### src/rtl/mem_port_arbiter.sv
// mem_port_arbiter: shares one memory port between I-refill and D refill/write-back line bursts
module mem_port_arbiter #(
  parameter int BURST_LEN = 4,
  parameter int ADDR_W = 32,
  parameter int DATA_W = 32
) (
  input  logic              clk,
  input  logic              rst,
  input  logic              i_req,
  input  logic [ADDR_W-1:0] i_addr,
  output logic              i_ack,
  output logic              i_rvalid,
  output logic [DATA_W-1:0] i_rdata,
  output logic              i_done,
  input  logic              d_req,
  input  logic              d_we,
  input  logic [ADDR_W-1:0] d_addr,
  input  logic [DATA_W-1:0] d_wdata,
  output logic              d_ack,
  output logic              d_wnext,
  output logic              d_rvalid,
  output logic [DATA_W-1:0] d_rdata,
  output logic              d_done,
  output logic              mem_valid,
  input  logic              mem_ready,
  output logic              mem_we,
  output logic [ADDR_W-1:0] mem_addr,
  output logic [DATA_W-1:0] mem_wdata,
  input  logic              mem_rvalid,
  input  logic [DATA_W-1:0] mem_rdata
);
  localparam int CW = $clog2(BURST_LEN) + 1;
  localparam logic [ADDR_W-1:0] LINE_MASK = ADDR_W'(4 * BURST_LEN - 1);
  localparam logic [CW-1:0] LAST = CW'(BURST_LEN - 1);
  localparam logic [CW-1:0] FULL = CW'(BURST_LEN);
  typedef enum logic [1:0] {IDLE, RD, WR} state_t;
  state_t state;
  logic owner, last, idle, sel_d, grant, fire, rd_beat;
  logic [ADDR_W-1:0] base;
  logic [CW-1:0] issue_cnt, ret_cnt;
  always_comb begin
    idle = state == IDLE && !rst && !i_done && !d_done;
    sel_d = d_req && (!i_req || !last);
    grant = idle && (i_req || d_req);
    i_ack = grant && !sel_d;
    d_ack = grant && sel_d;
    mem_valid = state != IDLE && issue_cnt < FULL;
    mem_we = state == WR;
    mem_addr = mem_valid ? base + ADDR_W'({issue_cnt, 2'b00}) : '0;
    mem_wdata = mem_we ? d_wdata : '0;
    fire = mem_valid && mem_ready;
    d_wnext = mem_we && fire;
    rd_beat = state == RD && mem_rvalid;
    i_rvalid = rd_beat && !owner;
    d_rvalid = rd_beat && owner;
    i_rdata = i_rvalid ? mem_rdata : '0;
    d_rdata = d_rvalid ? mem_rdata : '0;
  end
  always_ff @(posedge clk) begin
    if (rst) begin
      state <= IDLE;
      owner <= 1'b0;
      last <= 1'b0;
      base <= '0;
      issue_cnt <= '0;
      ret_cnt <= '0;
      i_done <= 1'b0;
      d_done <= 1'b0;
    end else begin
      i_done <= 1'b0;
      d_done <= 1'b0;
      if (grant) begin
        state <= sel_d && d_we ? WR : RD;
        owner <= sel_d;
        last <= sel_d;
        base <= (sel_d ? d_addr : i_addr) & ~LINE_MASK;
        issue_cnt <= '0;
        ret_cnt <= '0;
      end
      if (fire) issue_cnt <= issue_cnt + CW'(1);
      if (rd_beat) ret_cnt <= ret_cnt + CW'(1);
      if ((rd_beat && ret_cnt == LAST) || (d_wnext && issue_cnt == LAST)) begin
        state <= IDLE;
        i_done <= !owner;
        d_done <= owner;
      end
    end
  end
endmodule

### config.mk
export PLATFORM = sky130hd
export DESIGN_NAME = mem_port_arbiter
export DESIGN_NICKNAME = d
export VERILOG_FILES = /design/src/rtl/mem_port_arbiter.sv
export SDC_FILE = /design/constraint.sdc
export NUM_CORES = 1
export LEC_CHECK = 0
export ABC_AREA = 1
export CAP_MARGIN = 10
export CORE_AREA = 2 2 107 109
export DETAILED_ROUTE_END_ITERATION = 8
export DIE_AREA = 0 0 109 111
export GPL_TIMING_DRIVEN = 0
export HOLD_SLACK_MARGIN = 0.02
export PLACE_DENSITY = 0.78
export SKIP_LAST_GASP = 1
export SYNTH_ARGS = -nofsm -noshare
export SYNTH_HDL_FRONTEND = slang
export SYNTH_SLANG_ARGS = --single-unit
### constraint.sdc
create_clock -name clk -period 2.9 [get_ports clk]
set_input_delay 0.58 -clock clk [delete_from_list [all_inputs] [get_ports clk]]
set_output_delay 0.58 -clock clk [all_outputs]
set_load 0.05 [all_outputs]
======== Yosys cells after proc, flatten, opt, wreduce, memory -nomap -nowiden ========
Cells that the tools add are included.
storage, ports and cells
  bits in registers ....................... 39
  logic and storage cells ................. 56
  bits of input ports ..................... 135
  output and inout bits ................... 137
cells by class
  add/subtract/negate cells ............... 3
  bitwise gates (word level) .............. 1
  reduce and logical (&&, ||, !) cells .... 31
  eq/ne operators ......................... 4
  $lt $le $gt $ge ......................... 1
  mux-type cells .......................... 9
operators with widths
  kind                   number
  $mux W32               5
  $add A32 B5 Y32        1
  $logic_and A1 B1 Y1    16
  $mux W3                3
  $add A3 B1 Y3 const B  2
  $eq A3 B2 Y1 const B   2
  $logic_not A1 Y1       6
  $reduce_bool A2 Y1     3
  $reduce_or A2 Y1       2
  $logic_or A1 B1 Y1     3
  $lt A3 B3 Y1 const B   1
  $eq A2 B1 Y1 const B   1
  $eq A2 B2 Y1 const B   1
  $logic_not A2 Y1       1
  $mux W2                1
  $not A1 Y1             1

======== Longest topological paths before layout ========
  word-level depth ........................ 8
  gate-level depth with buffers ........... 9
  depth with buffers taken out ............ 9

======== Worst setup path before layout ========
No wires, ideal clock.
  path kind ............................... input port to output port
  from .................................... input mem_rvalid
  to ...................................... output d_rdata[10]
  cell stages on the path ................. 5
  path buffers ............................ 1
  data required time ...................... 2320 ps
  slack ................................... -204 ps
  arrival time ............................ 2524 ps
  path through ............................ nand3_1 nor2_1 inv_1 buf_2 nor2_1
on the way
  cells in the longest elaborated chain, start to end .. 3
RTL lines
  element              line  RTL
  start, declared      29    input logic mem_rvalid,
  $logic_and A1 B1 Y1  53    rd_beat = state == RD && mem_rvalid;
  $logic_and A1 B1 Y1  55    d_rvalid = rd_beat && owner;
  net d_rvalid         21    output logic d_rvalid,
  $mux W32             57    d_rdata = d_rvalid ? mem_rdata : '0;
  end, declared        22    output logic [DATA_W-1:0] d_rdata,
The timed path passes the listed nets, and every way through them passes these cells.

======== Final worst setup path ========
  from .................................... input mem_rvalid
  to ...................................... output i_rvalid
on the way
  cells in the longest elaborated chain, start to end .. 2
RTL lines
  element              line  RTL
  $logic_and A1 B1 Y1  53
  $logic_and A1 B1 Y1  54    i_rvalid = rd_beat && !owner;
  end, declared        12    output logic i_rvalid,
Every way passes these cells.

==> out/metrics.yaml <==
route:
  wire_per_inst_um: 12.9
  drtIter0Drc: 293
  num_vias: 4821
  remaining_drc_errors: 0
  detail-route-antenna-nets: 0
  drt_wl_total_um: 14100
  routed_via_density: 4.40
  firstDrtPassIters: 6
power:
  vdd_drop_max_uv: 196
  leakagePower_nw: 3.18
  power_density_mw_per_mm2: 317
timing:
  rsz0062_at_grt: "yes"
  min_period_over_period_pct: 96.7
  finalSetupViolations: 0
  slew_headroom_pct: 62.3
  fin_crit_ps: 2800
  finalSetupTns_ps: 0
  worst_pin_slew_ps: 564
  hold_viol: 0
  fmax_mhz: 357
  skew_ps: 4.50
  slew_violations: 0
place:
  place_hpwl_um: 11600
  numPlacedInstances: 1087
  routabilityCongestion: 0.950
  port_buffers: 260
clocking:
  clock-sinks: 39
  cts-root-buf: "clkbuf_16"
  ctsHtreeMaxLevel: 2
  clk_pin_slew_ps: 60
  hold_buffers: 0
  clock_path_buffers: 2
  cts_made_buffers: 5
  clk_latency_ps: 280
  post-cts-setup-buffers: 0
  cts_tree: "done"
setup_path:
  r2r-start: "last"
  crit_type: "in2out"
  r2r_slack_ps: 1300
  crit_path_max_fanout: 7
  cp-start-kind: "primary input"
  r2r_end: "base[17]"
  worst_setup_path_end_kind: "output port"
  cp-endpoint: "i_rvalid"
  cp_data_required_time_ps: 2320
  cp-startpoint: "mem_rvalid"
  reg2regPathDepth: 9
  cp.arrival_ps: 2220
worst_hold_path:
  min_path_type: "reg2reg"
  hp-start: "ret_cnt[2]"
synthesis:
  yosysWarnings: 0
  ys_ff_latch: 39
  synth_area_mm2: 0.00351
  ys_seq_area_share_pct: 22.2
  syn_avg_cell_area_um2: 5.14
  netlist_instances: 683
  yosysUniqueCellTypes: 27
global_route:
  grt_use_total_pct: 23.1
  grt_max_degree: 13
  grt_pass1_vias: 4629
  grt_first_pass_wirelength_um: 22100
  grt_remaining_overflow: 0
  antenna_found_initial: 0
die:
  rows: 39
  start_util_pct: 31.7
  die_width_um: 109
  pin_count: 272
  die_area_mm2: 0.0121
  core_mm2: 0.0111
  die_y_um: 111
layout:
  final_common_cell: "nand2_1"
  final_cell_mix: "nand2_1, nor2_1, clkdlybuf4s50_1"
  drive_gt1_share_pct: 14.1
  fillCellCount: 1105
  area_growth_pct: 82.2
  fin_cells: 1095
  antenna_cells: 0
  nets: 1092
run:
  cap_violations: 0
run_status:
  status: "completed"
## routing by layer
metal | GRT usage (%) | routed length [um] | share of wire (%) | up-vias
met5 | 0 | 0 | 0 | -
met4 | 7.35 | 324 | 2.3 | 0
met3 | 4.64 | 1060 | 7.5 | 29
met2 | 40.0 | 6930 | 49 | 199
met1 | 28.1 | 5780 | 41 | 2048
li1 | - | - | - | 2545
## what timing repair did
action	4_1_cts	5_1_grt
setup endpoints to repair	114	102
gates resized for setup	235	84
pin swaps	0	0
endpoints found under the hold margin	0	0
## cells in the mapped netlist, drive strengths merged
| master | number | area [um2] |
|---|---|---|
| nand2 | 233 | 890 |
| nor2 | 185 | 732 |
| inv | 105 | 394 |
| a21oi | 47 | 235 |
| dfxtp | 39 | 781 |
| buf | 23 | 149 |
| nand3 | 19 | 100 |
| o21ai | 9 | 45.0 |
| clkbuf | 6 | 22.5 |
| ha | 6 | 75.1 |
| xnor2 | 3 | 26.3 |
| nor3 | 2 | 21.3 |
| o21a | 2 | 15.0 |
| and2 | 1 | 6.26 |
| conb | 1 | 3.75 |
| or2 | 1 | 6.26 |
| xor2 | 1 | 8.76 |
## state kept, by name, summed over array words and instances (netlist names)
name	flops
d_done	1
ret_cnt	3
state	2
i_done	1
last	1
issue_cnt	3
base	28
## power by group
part | internal [mW] | total, mW | switching [mW] | leakage (nW)
Combinational | 0.296 | 0.709 | 0.413 | 2.77
Clock | 0.493 | 0.708 | 0.215 | 0.0911
Sequential | 0.568 | 0.608 | 0.0394 | 0.318
Total | 1.36 | 2.02 | 0.667 | 3.18
## per-stage QoR
stage          setup slack (ps)  util, %  area [um2]  power (mW)  hold WS (ps)
2_1_floorplan              -204        -        3510        1.01           432
3_3_place_gp               -453     56.8        6300        1.34           448
3_5_place_dp               -449     56.8        6300        1.35           458
4_1_cts                    -169     58.6        6490        2.03           488
5_1_grt                   -10.4     57.7        6400        2.13           501
6_report                   95.4     57.7        6400        2.02           484
## layout make-up
cell class / instances / area (um2) / share of cell area, %
buffer: 29 / 173 / 2.70
clock buffer: 6 / 129 / 2.01
clock inverter: 2 / 60.1 / 0.939
inverter: 105 / 394 / 6.16
multi-input combinational: 511 / 2180 / 34.0
sequential: 39 / 781 / 12.2
tap: 143 / 179 / 2.80
timing repair buffer: 260 / 2500 / 39.2
## cell families (layout without fill, tap and decap cells)
family | after synthesis | after routing | share of synthesized area, %
AOI/OAI and AO/OA | 58 | 58 | 8.41
adders and majority gates | 6 | 6 | 2.14
DFF | 39 | 39 | 22.2
other | 1 | 2 | 0.107
xor gates and xnor gates | 4 | 4 | 0.998
and+or+nand+nor | 441 | 441 | 50.0
buffers and inverters | 134 | 402 | 16.1
## worst max-delay path: stages
cell and delay, ps:
clkdlybuf4s50_1 480, nand3_2 160, nor2_1 160, clkdlybuf4s50_1 830
## worst min-delay path by stage
| stage | to | slack, ps | depth (start not counted) |
|---|---|---|---|
| after global routing | base[27] | 500 | 2 |
| final | ret_cnt[2] | 480 | 2 |
| after floorplan | ret_cnt[0] | 430 | 1 |
| after CTS | base[27] | 490 | 2 |
| after detailed placement | ret_cnt[0] | 460 | 1 |
| after global placement | ret_cnt[0] | 450 | 1 |
Note: power is estimated with default switching activity, not from simulation.
